`config.mk`:
```
export PLATFORM = sky130hd
export DESIGN_NAME = program_loader
export DESIGN_NICKNAME = d
export VERILOG_FILES = /design/src/rtl/mips_pkg.sv /design/src/rtl/instr_encoder.sv /design/src/rtl/program_loader.sv
export SDC_FILE = /design/constraint.sdc
export NUM_CORES = 1
export LEC_CHECK = 0
export BUFFER_PORTS_ARGS = -buffer_cell sky130_fd_sc_hd__buf_2
export CAP_MARGIN = 20
export CORE_ASPECT_RATIO = 0.7
export CORE_MARGIN = 4
export CORE_UTILIZATION = 49
export DETAILED_ROUTE_END_ITERATION = 12
export GPL_ROUTABILITY_DRIVEN = 0
export PLACE_DENSITY = 0.82
export SLEW_MARGIN = 40
export SYNTH_ARGS = -nofsm -noshare
export SYNTH_HDL_FRONTEND = slang
export SYNTH_HIERARCHICAL = 1
export SYNTH_SLANG_ARGS = --single-unit
```
`constraint.sdc`:
```
create_clock -name clk -period 3.1 [get_ports clk]
set_input_delay 0.775 -clock clk [delete_from_list [all_inputs] [get_ports clk]]
set_output_delay 0.775 -clock clk [all_outputs]
set_load 0.005 [all_outputs]
```
`src/rtl/mips_pkg.sv`:
```
// mips_pkg: opcodes, mnemonics and constants shared by the MIPS core decoder and the program loader
package mips_pkg;
  localparam logic [5:0] OP_R    = 6'b000000;
  localparam logic [5:0] OP_ADDI = 6'b000010;
  localparam logic [5:0] OP_SUBI = 6'b000011;
  localparam logic [5:0] OP_ANDI = 6'b000100;
  localparam logic [5:0] OP_ORI  = 6'b000101;
  localparam logic [5:0] OP_SLTI = 6'b000111;
  localparam logic [5:0] OP_LW   = 6'b001000;
  localparam logic [5:0] OP_SW   = 6'b010000;
  localparam logic [5:0] OP_LB   = 6'b001001;
  localparam logic [5:0] OP_SB   = 6'b010001;
  localparam logic [5:0] OP_BEQ  = 6'b100011;
  localparam logic [5:0] OP_BNE  = 6'b100111;
  localparam logic [5:0] OP_J    = 6'b111000;
  localparam logic [5:0] OP_JAL  = 6'b111001;
  localparam logic [5:0] OP_MOVE = 6'b100000;
  localparam logic [31:0] NOP = 32'h0000_0000;
  typedef enum logic [3:0] {
    M_R, M_ADDI, M_SUBI, M_ANDI, M_ORI, M_SLTI, M_LW, M_SW,
    M_LB, M_SB, M_BEQ, M_BNE, M_J, M_JAL, M_MOVE, M_ILLEGAL
  } mnem_t;
  function automatic logic [5:0] opcode(input mnem_t m);
    case (m)
      M_ADDI: return OP_ADDI;
      M_SUBI: return OP_SUBI;
      M_ANDI: return OP_ANDI;
      M_ORI:  return OP_ORI;
      M_SLTI: return OP_SLTI;
      M_LW:   return OP_LW;
      M_SW:   return OP_SW;
      M_LB:   return OP_LB;
      M_SB:   return OP_SB;
      M_BEQ:  return OP_BEQ;
      M_BNE:  return OP_BNE;
      M_J:    return OP_J;
      M_JAL:  return OP_JAL;
      M_MOVE: return OP_MOVE;
      default: return OP_R;
    endcase
  endfunction
endpackage

```
`src/rtl/instr_encoder.sv`:
```
// instr_encoder: combinational mapping of symbolic instruction fields to a 32-bit MIPS word
module instr_encoder
  import mips_pkg::*;
(
  input  logic [3:0]  op,
  input  logic [4:0]  rs,
  input  logic [4:0]  rt,
  input  logic [4:0]  rd,
  input  logic [5:0]  funct,
  input  logic [15:0] imm,
  input  logic [25:0] target,
  output logic [31:0] word,
  output logic        illegal
);
  mnem_t m;
  assign m = mnem_t'(op);
  assign illegal = m == M_ILLEGAL;
  assign word = illegal ? NOP
              : m == M_R ? {OP_R, rs, rt, rd, 5'd0, funct}
              : (m == M_J || m == M_JAL) ? {opcode(m), target}
              : {opcode(m), rs, rt, m == M_MOVE ? 16'd0 : imm};
endmodule

```
`src/rtl/program_loader.sv`:
```
// program_loader: streams encoded instructions into consecutive instruction-memory words from a base
module program_loader
  import mips_pkg::*;
#(
  parameter int ADDR_W = 8
) (
  input  logic              clk,
  input  logic              reset,
  input  logic              start,
  input  logic [ADDR_W-1:0] base_addr,
  input  logic [ADDR_W:0]   word_count,
  input  logic              in_valid,
  output logic              in_ready,
  input  logic [3:0]        in_op,
  input  logic [4:0]        in_rs,
  input  logic [4:0]        in_rt,
  input  logic [4:0]        in_rd,
  input  logic [5:0]        in_funct,
  input  logic [15:0]       in_imm,
  input  logic [25:0]       in_target,
  output logic              mem_we,
  output logic [ADDR_W-1:0] mem_addr,
  output logic [31:0]       mem_wdata,
  output logic              busy,
  output logic              done,
  output logic              err
);
  typedef enum logic [1:0] {IDLE, ACCEPT, WRITE, DONE} state_t;
  state_t state, nxt;
  logic [ADDR_W-1:0] ptr;
  logic [ADDR_W:0] rem;
  logic [31:0] word, enc_word;
  logic enc_illegal;
  instr_encoder u_enc (
    .op(in_op), .rs(in_rs), .rt(in_rt), .rd(in_rd), .funct(in_funct),
    .imm(in_imm), .target(in_target), .word(enc_word), .illegal(enc_illegal)
  );
  always_comb begin
    nxt = state;
    case (state)
      IDLE:    nxt = !start ? IDLE : word_count == '0 ? DONE : ACCEPT;
      ACCEPT:  nxt = in_valid ? WRITE : ACCEPT;
      WRITE:   nxt = rem == (ADDR_W+1)'(1) ? DONE : ACCEPT;
      default: nxt = IDLE;
    endcase
  end
  always_ff @(posedge clk) begin
    if (reset) begin
      state <= IDLE;
      ptr   <= '0;
      rem   <= '0;
      word  <= '0;
      err   <= 1'b0;
    end else begin
      state <= nxt;
      if (state == IDLE && start) begin
        ptr <= base_addr;
        rem <= word_count;
        err <= 1'b0;
      end
      if (state == ACCEPT && in_valid) begin
        word <= enc_word;
        err  <= err | enc_illegal;
      end
      if (state == WRITE) begin
        ptr <= ptr + 1'b1;
        rem <= rem - 1'b1;
      end
    end
  end
  // the write port shows the registered pointer and word; only the strobe depends on state
  assign in_ready  = state == ACCEPT;
  assign mem_we    = state == WRITE;
  assign mem_addr  = ptr;
  assign mem_wdata = word;
  assign busy      = state != IDLE;
  assign done      = state == DONE;
endmodule

```
==> impl_results.md <==
* Status: finished, final reports clean
* Pint at 0.00112 W
* Final core utilization at 64.6%
* Commonest cells post-synth: 102 x nand2_1, 52 x dfxtp_1, 51 x a21oi_1, 18 x nor2_1, 12 x and2_1
* Shortest period the worst path allows at 2.32 ns
* PortBufs at 132
* Std cell rows at 23
* DRT Wirelength at 8560 um
* Share of total power in the clock network at 31.6%
* Grt total ovfl at 0
* Finished Layout Cells at 583
* Post-CTS setup buffers at 0
* Sum of negative setup slack at 0 ns
* 1st-pass router iterations at 5
* Hold WS at 0.458 ns
* Starting Density at between 50% and 60%
* CTS tree: yes
* Residual DRC count at 0
* Slew Viols, Final at 0
* Post-Route Skew at 0.00902 ns
* Seq/Total Area, Yosys at between 30% and 40%
* Clk sink count at 52
* Min-delay src: mem_wdata[18]
* LEAKAGE at ~1.7 nW
* Via density per instance at around 5.5
* Post-CTS sizing at 0
* Crit-path max FO at 14
* Routed len/inst at 14.7 um
* Antenna violations before repair at 0
* First-pass GRT wire length at roughly 14,000 um
* Core footprint at 0.00587 mm^2
* Placed Cells at 575
* # diodes at 0
* FF+latch count, synth at 52
* Fin. Hold Viols at 0
* Detailed placer's ending HPWL at 6420 um
* Seq pwr share at between 40% and 50%
* Layout cells sized above 1 at 32.1%
* Die X at just over 100 um
* MaxCap Viol Count at 0
* Die area at 0.00755 mm^2
* Worst-Skew Late Latency at 0.30 ns
* H-tree Lvls at 2
* Cts bufs inserted at 5
* Post-Syn Area per Cell at 7.78 um^2
* Actual slew at the worst max-slew pin at 0.738 ns
* Cell area power density at 412 mW/mm^2
* Post-synth top flop: dfxtp_1
* Switching share of power at 28.2%
* CP Launch Point: state[0]
* Post-Syn Area at slightly above 0.003 mm^2
* Distinct cell type count after synthesis at 63
* WP data arrival at 1.55 ns
* Design Power at 0.00156 W
* Slew headroom at 50.8%
* Worst hold path type: register to register
* Critical Path RT at approximately 2.3 ns
* Post-synth EDFFs at 0
* Area share of the largest cell type after synthesis at about a third
* Gate power share at 21.0%
* Max IR drop VDD at 0.208 mV
* Crit Path Category: register to output port
* Worst setup EP type: output port
* Total GRT Usage at around 22%
* R2R Path Start: state[0]
* Switching power at 0.000440 W
* Largest cells by area after synthesis: dfxtp_1 34%, nand2_1 13%, a21oi_1 8.4%, ha_1 3.7%, a221o_1 3.3%
* Clk slew on worst S/H paths at 0.10 ns
* Vias in the first global route at around 3,000
* Syn-to-layout area delta at 24.6%
* Post-Syn Instances at 391
* Via Count at between 3,000 and 4,000
* Die Span Y at 73.9 um
* RSZ-0062 raised after global routing: false
* Setup crit start kind: register
* Post-synthesis net count at about 500
* FMAX at 0.431 GHz
* Area leader, netlist: dfxtp_1
* YS warnings at 6
* Antenna Nets Post-Route at 0
* Final net count at between 600 and 700
* Post-synth ARST share at 0%
* Final setup fails at 0
* Longest Clk Path Bufs at 2
* Initial DRC Count at 172
* Period utilisation layout at between 70% and 80%
* Largest net degree at the start of global routing at 53
* Hold-fix buffers at CTS at 0
* Clk root buf: clkbuf_8
* Most common cell in the netlist: nand2_1
* I/O pin count at approximately 130
[metal layers]
| metal | track usage [%] | up-vias | share of wire [%] |
|---|---|---|---|
| li1 | - | 1607 | - |
| met1 | 28.5 | 1452 | 43 |
| met2 | 38.2 | 144 | 47 |
| met3 | 5.50 | 8 | 9.2 |
| met4 | 4.51 | 0 | 0.96 |
| met5 | 0 | - | 0 |
[kinds of logic (layout without fill, tap and decap cells)]
group | count (synthesis) | in the layout | synth area share, %
buf+inv | 37 | 154 | 6.54
mux | 2 | 2 | 0.699
simple gates | 180 | 180 | 29.1
fa+ha+maj | 9 | 9 | 3.70
xor+xnor | 1 | 1 | 0.288
compound gates | 110 | 110 | 25.4
flops | 52 | 52 | 34.2
[worst max-delay path, cell delays in order, from the launching register on]
cell and delay [ns]:
dfxtp_1 0.62, nand2b_2 0.27, clkinv_2 0.18, buf_2 0.17
[path summary, 6_finish.rpt]
kind,end,slack (ns),cells past startpoint
worst min register to register,mem_wdata[18],0.46,2
worst max register to register,mem_wdata[30],0.94,5
worst max-delay path,mem_we,0.78,3
worst min-delay path,mem_wdata[18],0.46,2
[layout by cell type, fill, tap and decap left out, types with 2 or more instances in the layout]
master     synthesis  routed
buf_2              5     131
nand2_1          102     102
dfxtp_1           52      52
a21oi_1           51      51
nor2_1            18      18
and2_1            12      12
a221o_1           10      10
inv_1              9       9
o21ai_0            9       9
ha_1               9       9
a31oi_1            8       8
nand3_1            6       6
a22oi_1            6       6
clkbuf_8           0       6
nor4_1             5       5
buf_4              6       5
nor2b_1            4       4
a211oi_1           4       4
nand4_1            3       3
nor3_1             3       3
or3_1              3       3
nand2b_1           3       3
and3_1             2       2
a311oi_1           2       2
a2bb2oi_1          2       2
a32oi_1            2       2
o211ai_1           2       2
or2_0              2       2
and2b_1            2       2
a221oi_1           2       2
[cell type report]
type | instances | area, um^2
Fill cell | 520 | 2080
Sequential cell | 52 | 1040
Timing Repair Buffer | 136 | 693
Multi-Input combinational cell | 302 | 1800
Clock inverter | 2 | 38.8
Clock buffer | 6 | 82.6
Inverter | 10 | 38.8
Tap cell | 75 | 93.8
[through the flow]
stage	instance area, um^2	worst slack, ns
finish	3790	0.778
global route	3790	0.684
CTS	3790	0.795
detailed placement	3670	0.547
global placement	3670	0.681
floorplan	3040	0.980
[sequential cells by signal (all words and copies together) (netlist names)]
signal / cells
mem_wdata: 32
rem: 9
mem_addr: 8
state: 2
err: 1
[power by group through the flow]
stage,registers (W),clock network [W],logic (W)
6_report,0.000740,0.000494,0.000328
5_1_grt,0.000746,0.000531,0.000367
4_1_cts,0.000739,0.000504,0.000329
3_3_place_gp,0.000753,0,0.000318
3_5_place_dp,0.000754,0,0.000327
2_1_floorplan,0.000747,0,0.000212
Note: power is estimated with default switching activity, not from simulation.
